<file path="src/rtl/if_pkg.sv">
// Shared types and constants for the instruction-fetch stage.
package if_pkg;

    typedef enum logic [1:0] {
        IDLE,
        FETCH,
        HOLD,
        DRAIN
    } fetchState_t;

    localparam logic [31:0] NOP_INSN         = 32'h0000_0000;
    localparam logic [31:0] PC_STEP          = 32'd4;
    localparam logic [31:0] DEFAULT_RESET_PC = 32'h0000_0000;

    // Instruction addresses are word aligned; low two bits are dropped.
    function automatic logic [31:0] alignPc(input logic [31:0] addr);
        return {addr[31:2], 2'b00};
    endfunction

endpackage

</file>
<file path="src/rtl/if_fetch_unit_hold_buf.sv">
// One-entry instruction/PC holding register used while the IF/ID stage is stalled.
module fetch_hold_buf
    import if_pkg::*;
(
    input  logic        clk_i,
    input  logic        clear,
    input  logic        load,
    input  logic [31:0] newInsn,
    input  logic [31:0] newPc,
    output logic [31:0] heldInsn,
    output logic [31:0] heldPc
);

    always_ff @(posedge clk_i) begin
        if (clear) begin
            heldInsn <= NOP_INSN;
            heldPc   <= '0;
        end else if (load) begin
            heldInsn <= newInsn;
            heldPc   <= newPc;
        end
    end

endmodule

</file>
<file path="src/rtl/if_fetch_unit.sv">
// Instruction-fetch stage: owns the PC, runs the imem req/ready handshake and
// feeds the IF/ID register, honouring its stall (priority) and flush signals.
module if_fetch_unit
    import if_pkg::*;
#(
    parameter logic [31:0] RESET_PC = DEFAULT_RESET_PC
) (
    input  logic        clk_i,
    input  logic        rst_i,
    input  logic        start_i,
    input  logic        stall_i,
    input  logic        flush_i,
    input  logic [31:0] branch_target_i,
    output logic        imem_req_o,
    output logic [31:0] imem_addr_o,
    input  logic        imem_ready_i,
    input  logic [31:0] imem_rdata_i,
    output logic [31:0] insn_o,
    output logic [31:0] pc_o,
    output logic        valid_o
);

    fetchState_t state, nextState;
    logic [31:0] pc, pcNext;
    logic [31:0] redirPc, redirNext;
    logic [31:0] target;
    logic        takeFlush;
    logic        bufLoad;
    logic [31:0] bufInsn, bufPc;
    logic        outValid;
    logic [31:0] outInsn, outPc;

    assign target    = alignPc(branch_target_i);
    assign takeFlush = flush_i & ~stall_i;

    fetch_hold_buf holdBuf (
        .clk_i    (clk_i),
        .clear    (rst_i),
        .load     (bufLoad),
        .newInsn  (imem_rdata_i),
        .newPc    (pc),
        .heldInsn (bufInsn),
        .heldPc   (bufPc)
    );

    always_ff @(posedge clk_i) begin
        if (rst_i) begin
            state   <= IDLE;
            pc      <= RESET_PC;
            redirPc <= '0;
        end else begin
            state   <= nextState;
            pc      <= pcNext;
            redirPc <= redirNext;
        end
    end

    always_comb begin
        nextState  = state;
        pcNext     = pc;
        redirNext  = redirPc;
        bufLoad    = 1'b0;
        imem_req_o = 1'b0;
        outValid   = 1'b0;
        outInsn    = imem_rdata_i;
        outPc      = pc;
        case (state)
            IDLE: begin
                if (start_i) nextState = FETCH;
            end
            FETCH: begin
                imem_req_o = 1'b1;
                if (imem_ready_i) begin
                    if (stall_i) begin
                        // Presented now, but IF/ID will not take it: keep a copy.
                        outValid  = 1'b1;
                        bufLoad   = 1'b1;
                        pcNext    = pc + PC_STEP;
                        nextState = HOLD;
                    end else if (flush_i) begin
                        pcNext = target;
                    end else begin
                        outValid = 1'b1;
                        pcNext   = pc + PC_STEP;
                    end
                end else if (takeFlush) begin
                    redirNext = target;
                    nextState = DRAIN;
                end
            end
            HOLD: begin
                outInsn = bufInsn;
                outPc   = bufPc;
                if (stall_i) begin
                    outValid = 1'b1;
                end else if (flush_i) begin
                    pcNext    = target;
                    nextState = FETCH;
                end else begin
                    outValid  = 1'b1;
                    nextState = FETCH;
                end
            end
            DRAIN: begin
                // Old request must retire before the redirect takes effect.
                imem_req_o = 1'b1;
                if (imem_ready_i) begin
                    pcNext    = takeFlush ? target : redirPc;
                    nextState = FETCH;
                end else if (takeFlush) begin
                    redirNext = target;
                end
            end
            default: nextState = IDLE;
        endcase
    end

    assign imem_addr_o = pc;
    assign valid_o     = outValid;
    assign insn_o      = outValid ? outInsn : NOP_INSN;
    assign pc_o        = outValid ? outPc : '0;

endmodule

</file>
<file path="config.mk">
export PLATFORM = sky130hd
export DESIGN_NAME = if_fetch_unit
export DESIGN_NICKNAME = d
export VERILOG_FILES = /design/src/rtl/if_pkg.sv /design/src/rtl/if_fetch_unit_hold_buf.sv /design/src/rtl/if_fetch_unit.sv
export SDC_FILE = /design/constraint.sdc
export NUM_CORES = 1
export LEC_CHECK = 0
export CORE_MARGIN = 2
export CORE_UTILIZATION = 54
export CTS_CLUSTER_SIZE = 14
export DETAILED_ROUTE_END_ITERATION = 10
export PLACE_DENSITY = 0.86
export SKIP_CTS_REPAIR_TIMING = 1
export SLEW_MARGIN = 20
export SYNTH_ARGS = -nofsm -noshare
export SYNTH_HDL_FRONTEND = slang
export SYNTH_SLANG_ARGS = --single-unit
</file>
<file path="constraint.sdc">
create_clock -name clk_i -period 7.83 [get_ports clk_i]
set_input_delay 2.349 -clock clk_i [delete_from_list [all_inputs] [get_ports clk_i]]
set_output_delay 2.349 -clock clk_i [all_outputs]
set_load 0.05 [all_outputs]
</file>
Yosys cells after proc, flatten, opt, wreduce, memory -nomap -nowiden. Cells that the tools add are included.

Flip-flop bits (word level): 130. Output and inout bits: 98.

Add/subtract/negate cells: 1. Equal/unequal tests: 10. Mux-type cells: 27. Bitwise operators: 3. Reduce and logical (&&, ||, !) cells: 6.

Operators by type and width (count): $mux W32 (11); $pmux W32 S3 (1); $add A32 B3 Y32 const B (1); $mux W2 (6); $ne A2 B2 Y1 const B (5); $reduce_and A5 Y1 (2); $pmux W2 S4 (1); $mux W1 (7); $ne A3 B3 Y1 const B (2); $eq A2 B2 Y1 const B (2); $reduce_bool A3 Y1 (1); $eq A2 B1 Y1 const B (1); $logic_not A2 Y1 (1); $not A1 Y1 (2); $pmux W1 S2 (1); $reduce_and A2 Y1 (1); $reduce_or A2 Y1 (1); $and A1 B1 Y1 (1).

Logic depth before layout (Yosys ltp). Gate-level depths: netlist (run 1).

Depth after elaboration: 5. Mapped depth: 10. Gate-level depth less buffers: 7.

Modules after synthesis. A second synthesis (run 1) with hierarchy kept.

Cell total of the unflattened synthesis: 861. Area, all modules: 7111.8 um^2.

Modules (own cells, without submodules): if_fetch_unit (instances 1, cells each 655, area an instance 4820.9 um^2, seq. area each 1321.3 um^2); fetch_hold_buf (instances 1, cells each 206, area an instance 2290.9 um^2, seq. area each 1281.2 um^2).

Worst setup path before layout (run 1). OpenSTA, ideal clock, no wires.

Path kind: input to output. Start: in imem_ready_i. End: out insn_o[23]. Data arrival time: 3.830 ns. Path slack: 1.651 ns. Stages on the path: 7. Path buffers: 3. Cell sequence: clkbuf_1 > nand2_1 > nand2_1 > nand3_1 > clkbuf_1 > buf_1 > nor2_1.

Longest elaborated chain between the ends: 3.

RTL lines: start: declaration (line if_fetch_unit.sv:16) `input logic imem_ready_i,`; $mux W1 (line if_fetch_unit.sv:73) `if (imem_ready_i) begin`; $pmux W1 S2 (line if_fetch_unit.sv:67) `case (state)`; $mux W32 (line if_fetch_unit.sv:120) `assign insn_o = outValid ? outInsn : NOP_INSN;`; end: declaration (line if_fetch_unit.sv:18) `output logic [31:0] insn_o,`.

Every way passes these cells.

Worst setup path in the final report (run 1).
Start: in imem_ready_i. End: out insn_o[8].

Same word-level chain as after synthesis.

==> impl_results.md, run 1 <==
- Clk buf depth: 2
- Cell variety after synth: 61
- Syn_nets: 1013
- Antenna diodes: 0
- Port Buffer Count: approximately 170
- Gp weighted congestion: 0.8564
- Critical path class: in2out
- Starting Density: between 50% and 60%
- Crit path launch type: input port
- GRT overflow: 0
- Inserted Clock Buffers: 17
- Vias in the first global route: 6712
- CTS Root Cell: clkbuf_16
- Final Skew: ~0.0058 ns
- Fin crit period: 6.812 ns
- Gate Count Post-Synth: about 940
- Tightest Pin Transition: 0.9275 ns
- CTS tree: yes
- Top-area cell type share of the netlist area: 37.67%
- FFs w/ async S/R, synth: 0%
- Die H: 117.1 µm
- Post-layout net count: 1124
- Synth top area cells: dfxtp_1 (38%), nand2_1 (12%), mux2i_1 (10%), a21oi_1 (8.8%), nor2_1 (5.2%)
- Die Wd: 117.1 µm
- Synthesis-stage register bit count: 130
- All-Layer GR Usage: 30.73%
- Final Max Slew Viols: 0
- Peak Freq: 146.8 MHz
- Final cell count without fillers: 1234
- Antenna Violating Nets Remaining: 0
- FF-to-FF setup slack: around 4.6 ns
- Hpwl dp: between 10000 and 15000 µm
- Primary FF master, synth: dfxtp_1
- Design area: 0.009724 mm²
- Multi-input gate area: between 0.003 and 0.004 mm²
- Initial antenna violation count: 0
- Die area: between 0.01 and 0.015 mm²
- Worst-path clk slew: 0.05 ns
- Worst VDD drop: 0.1625 mV
- Final Power: 2.339 mW
- Crit. End Element: primary output
- Hold Crit Start: holdBuf.heldPc[2]$_SDFFE_PP0P_
- FP Rows: 41
- Routed WL: 20990 µm
- Final hold viol count: 0
- Worst hold endpoint: holdBuf.heldPc[2]$_SDFFE_PP0P_
- Clock Latency Late Sink: 0.42 ns
- Crit path DAT: 4.46 ns
- FF-to-FF End: imem_addr_o[21]$_SDFFE_PP0P_
- Hold Crit Class: reg2reg
- Worst-path fanout max: 44
- Leak: 3.290 nW
- Max H-tree Level: 4
- Post-synthesis instance area: 0.006908 mm²
- Fraction of the cycle the final worst path needs: 87.00%
- Largest net degree at the start of global routing: ~110
- CP Data Required Time: 5.48 ns
- Core Area: 0.01257 mm²
- CP max-delay cell: clkdlybuf4s50_1
- Pwr/cell area: 240.5 mW/mm²
- Reg area: roughly 0.0026 mm²
- # setup viols final: 0
- Share of cells above drive strength 1: 11.21%
- Max-slew headroom: 38.02%
- Placed cells: 1202
- Dominant cell type by area after synthesis: dfxtp_1
- Max Cap Violations: 0
- Synth warn: 0
- Count of flip-flops with a built-in enable after synthesis: 0
- Setup tns final: 0 ns
- Min Hold Slack: around 0.45 ns
- Sink Count: 130
- DP Area: 0.009164 mm²
- Routed WL per cell: 17.01 µm
- Seq/Total Area, Yosys: between 30% and 40%
- RSZ-0062 raised after global routing: false
- Via count: 7303
- DR vias/cell: 5.918
- Number of remaining DRC errors: 0
- CP peak stage delay: 0.63 ns
- Hold depth: 2
- Reg2Reg Depth: 8
- Io pins: 168
- Status: completed
- Crit-path cells: clkdlybuf4s50_1 -> nand2_1 -> nand2_1 -> nand3_2 -> buf_12 -> nor2_1 -> buf_12
- R2r startpoint: state[0]$_SDFFE_PP0P_
- Detailed Route Iter0 Violations: 804
- Drt pass-1 iters: 5
- Avg Inst Size Synth: 7.364 µm²
- Layout fillers: about 850
- First-pass GRT wire length: 33280 µm
- Layout area overhead: 40.77%
## synthesized netlist by cell type, types with 3 or more instances
cell type	number
and4_1	5
buf_2	18
o211ai_1	5
nor3_1	22
a22o_1	13
and3_1	6
a21oi_1	122
a211oi_1	6
a31oi_1	9
a221oi_1	9
buf_4	6
buf_1	8
nand3_1	20
nor4_1	7
ha_1	5
dfxtp_1	130
nor2_1	96
o21ai_0	35
clkbuf_1	51
xnor2_1	3
o21a_1	3
or4_1	3
nand4_1	5
nand2b_1	3
mux2i_1	69
inv_1	11
nand2_1	225
## critical path, delay by kind of cell
| kind | cells | cell delay, ns |
|---|---|---|
| buf+inv | 3 | 1.20 |
| simple gates | 4 | 0.89 |
## registers in the layout, summed over array words and instances, names as in the netlist
signal            cells
holdBuf.heldInsn     32
imem_addr_o          32
redirPc              32
state                 2
holdBuf.heldPc       32
## layer usage
layer	wire length, µm	global-route usage, %	vias up
li1	-	-	3469
met1	8453	40.49	3432
met2	10530	50.02	357
met3	1515	5.252	45
met4	484	13.02	0
met5	0	0	-
## power by group
part | internal [mW] | switching [mW]
sequential | 0.716 | 0.0943
combinational | 0.299 | 0.491
clock | 0.462 | 0.276
total | 1.48 | 0.862
## per-stage QoR
stage          setup WS [ns]  utilization, %
6_report               1.018           77.37
5_1_grt               0.8832           77.37
4_1_cts                1.008           77.34
3_5_place_dp           1.006           72.91
3_3_place_gp           1.074           72.91
2_1_floorplan          1.651               -
## worst max-delay path by stage
stage	endpoint	from	cells past startpoint
after floorplan	insn_o[23]	imem_ready_i	7
after global placement	pc_o[31]	imem_ready_i	7
after detailed placement	insn_o[8]	imem_ready_i	7
after CTS	insn_o[8]	imem_ready_i	7
after global routing	insn_o[8]	imem_ready_i	7
final	insn_o[8]	imem_ready_i	7
## layout by cell type, fill, tap and decap left out, types with 4 or more instances in the layout
master,netlist,routed
clkbuf_1,51,4
clkbuf_8,0,7
nor4_1,7,7
dfxtp_1,130,130
o21ai_0,35,35
o211ai_1,5,5
nand3_1,20,18
a211oi_1,6,6
nand2_1,225,225
a21oi_1,122,122
mux2i_1,69,69
ha_1,5,4
and3_1,6,5
and4_1,5,5
nand4_1,5,5
nor3_1,22,22
clkinv_2,0,4
a31oi_1,9,9
inv_1,11,11
buf_4,6,11
a221oi_1,9,9
buf_12,0,65
clkbuf_16,0,17
a22o_1,13,13
nor2_1,96,95
clkdlybuf4s50_1,0,99
## area by class of cell
class                   count  area share [%]
multi-input cells         713           40.34
flip-flops and latches    130           26.76
repair buffers            176           24.54
clock buffers              28           5.520
well taps                 172           2.213
inverters                  11          0.4246
clock inverters             4          0.2059
## cells by family (layout without fill, tap and decap cells)
kind of cell,after synthesis,after routing,synth area share (%)
mux,69,69,9.998
compound gates,225,225,19.40
xor+xnor,3,3,0.3804
simple gates,411,411,25.72
buf+inv,95,219,5.923
flops,130,130,37.67
fa+ha+maj,5,5,0.9056
Power figures use the tool's default switching activity.
==> inputs of run 2 (changes only) <==
--- a/config.mk
+++ b/config.mk
@@ -7,6 +7,7 @@
 export LEC_CHECK = 0
 export CORE_MARGIN = 2
 export CORE_UTILIZATION = 54
+export CTS_BUF_LIST = sky130_fd_sc_hd__clkbuf_16
 export CTS_CLUSTER_SIZE = 14
 export DETAILED_ROUTE_END_ITERATION = 10
 export PLACE_DENSITY = 0.86
==> run 2 against run 1 <==
Via count rose by 0.30%. Sequential power barely moved. Utilization fell by 0.56 points. Critical path type unchanged. Routed wire length fell by 1.1%. Critical path depth did not move. Critical endpoint unchanged. Largest power group unchanged.
==> impl_results.md, run 2 (synthesis gave the netlist of run 1 again) <==
- Status: completed
- All-Layer GR Usage: 30.21% (-0.52 points)
- Worst-path fanout max: 44 (unchanged)
- Largest net degree at the start of global routing: 109 (unchanged)
- CTS Root Cell: clkbuf_16
- Final Skew: 0.007904 ns (+0.002143 ns)
- Share of cells above drive strength 1: 10.55% (-0.66 points)
- Die H: 117.1 µm (unchanged)
- Sink Count: 130 (unchanged)
- Hold Crit Class: reg2reg
- Max-slew headroom: 37.13% (-0.89 points)
- Reg area: 0.002603 mm² (unchanged)
- Gp weighted congestion: 0.8564 (unchanged)
- Final Max Slew Viols: 0 (unchanged)
- Die Wd: 117.1 µm (unchanged)
- Crit-path cells: clkdlybuf4s50_1 -> nand2_1 -> nand2_1 -> nand3_2 -> buf_12 -> nor2_1 -> buf_12
- Core Area: 0.01257 mm² (unchanged)
- CP max-delay cell: clkdlybuf4s50_1
- Inserted Clock Buffers: 17 (unchanged)
- CP peak stage delay: 0.63 ns (about the same)
- R2r startpoint: state[0]$_SDFFE_PP0P_
- Commonest non-fill, non-tap cells in the layout: nand2_1 (225), dfxtp_1 (130), a21oi_1 (122)
- Crit path launch type: input port
- FF-to-FF setup slack: 4.60 ns (about the same)
- Routed WL per cell: 16.82 µm (-1.1%)
- Hold Crit Start: holdBuf.heldPc[28]$_SDFFE_PP0P_
- Initial antenna violation count: 0 (unchanged)
- Hold depth: 2 (unchanged)
- Hpwl dp: 13360 µm (unchanged)
- First-pass GRT wire length: 32780 µm (-1.5%)
- Pre-CTS WS: 1.006 ns (unchanged)
- Fraction of the cycle the final worst path needs: 87.07% (about the same)
- Leak: 3.267 nW (-0.69%)
- Antenna Violating Nets Remaining: 0 (unchanged)
- Multi-input gate area: 0.003923 mm² (unchanged)
- RSZ-0062 raised after global routing: false
- Worst hold endpoint: holdBuf.heldPc[28]$_SDFFE_PP0P_
- Clock Latency Late Sink: 0.42 ns (about the same)
- Routed WL: 20750 µm (-1.1%)
- Antenna diodes: 0 (unchanged)
- Fin crit period: 6.818 ns (+0.005750 ns)
- Number of remaining DRC errors: 0 (unchanged)
- Peak Freq: 146.7 MHz (about the same)
- Critical path class: in2out
- Io pins: 168 (unchanged)
- Detailed Route Iter0 Violations: 731 (-9.1%)
- Via count: 7325 (+0.30%)
- Reg2Reg Depth: 8 (unchanged)
- # setup viols final: 0 (unchanged)
- Post-layout net count: 1124 (unchanged)
- Layout area overhead: 39.76%
- FF-to-FF End: imem_addr_o[21]$_SDFFE_PP0P_
- Pwr/cell area: 234.4 mW/mm² (-2.6%)
- Layout fillers: 854 (+0.95%)
- Final cell count without fillers: 1234 (unchanged)
- Max Cap Violations: 0 (unchanged)
- Port Buffer Count: 165 (unchanged)
- Tightest Pin Transition: 0.9359 ns (+0.008384 ns)
- Vias in the first global route: 6618 (-1.4%)
- Worst VDD drop: 0.1607 mV (-1.1%)
- DR vias/cell: 5.936 (+0.30%)
- CTS tree: yes
- Min Hold Slack: 0.4524 ns (+0.0008200 ns)
- Crit. End Element: primary output
- Starting Density: 54.96% (unchanged)
- Clk buf depth: 2 (unchanged)
- Max H-tree Level: 4 (unchanged)
- Die area: 0.01371 mm² (unchanged)
- CP Data Required Time: 5.48 ns (about the same)
- Crit path DAT: 4.47 ns (about the same)
- Most common cell after layout, fill and taps aside: nand2_1
- Setup tns final: 0 ns (unchanged)
- Final setup margin: 1.012 ns (-0.005750 ns)
- Drt pass-1 iters: 8 (+3)
- Placed cells: 1202 (unchanged)
- Worst-path clk slew: 0.05 ns (about the same)
- GRT overflow: 0 (unchanged)
- FP Rows: 41 (unchanged)
- Final hold viol count: 0 (unchanged)
-- run 2: changes by cell type in the layout (fill, tap and decap cells not counted) --
cell,delta
clkbuf_8,-7
inv_1,+4
clkinv_1,+7
clkbuf_1,-4
-- run 2: metrics by stage --
stage,util (%),cell area (µm²),total power [mW]
2_1_floorplan,-,6908,1.317
3_3_place_gp,72.91,9164,1.578
3_5_place_dp,72.91,9164,1.595
5_1_grt,76.81,9654,2.358
6_report,76.81,9654,2.263
4_1_cts,76.78,9651,2.252
-- run 2: area by class of cell --
type                       instances  area share (%)
clock buffer                      17           4.406
clock inverter                    15          0.6350
inverter                          11          0.4277
multi-input combinational        713           40.63
sequential                       130           26.96
tap                              172           2.229
timing repair buffer             176           24.71
-- run 2: per-layer routing --
layer  global-route usage [%]  share of wire [%]  wire length [µm]
met5                        0                  0                 0
met4                    11.53                2.5               527
met3                    5.458                7.0              1461
met2                    49.56                 50             10370
met1                    39.83                 40              8395
-- run 2: report_power, final --
| group | internal, mW | total (mW) | switching, mW |
|---|---|---|---|
| Combinational | 0.299 | 0.787 | 0.488 |
| Sequential | 0.716 | 0.808 | 0.0915 |
| Clock | 0.387 | 0.668 | 0.280 |
-- run 2: worst max path at each step --
stage / to / from / slack, ns
2_1_floorplan: insn_o[23] / imem_ready_i / 1.65
3_3_place_gp: pc_o[31] / imem_ready_i / 1.07
3_5_place_dp: insn_o[8] / imem_ready_i / 1.01
4_1_cts: insn_o[8] / imem_ready_i / 1.01
5_1_grt: insn_o[8] / imem_ready_i / 0.88
6_report: insn_o[8] / imem_ready_i / 1.01
-- run 2: critical path, delay by kind of cell --
kind | cells | cell delay (ns)
buffers and inverters | 3 | 1.20
and+or+nand+nor | 4 | 0.89
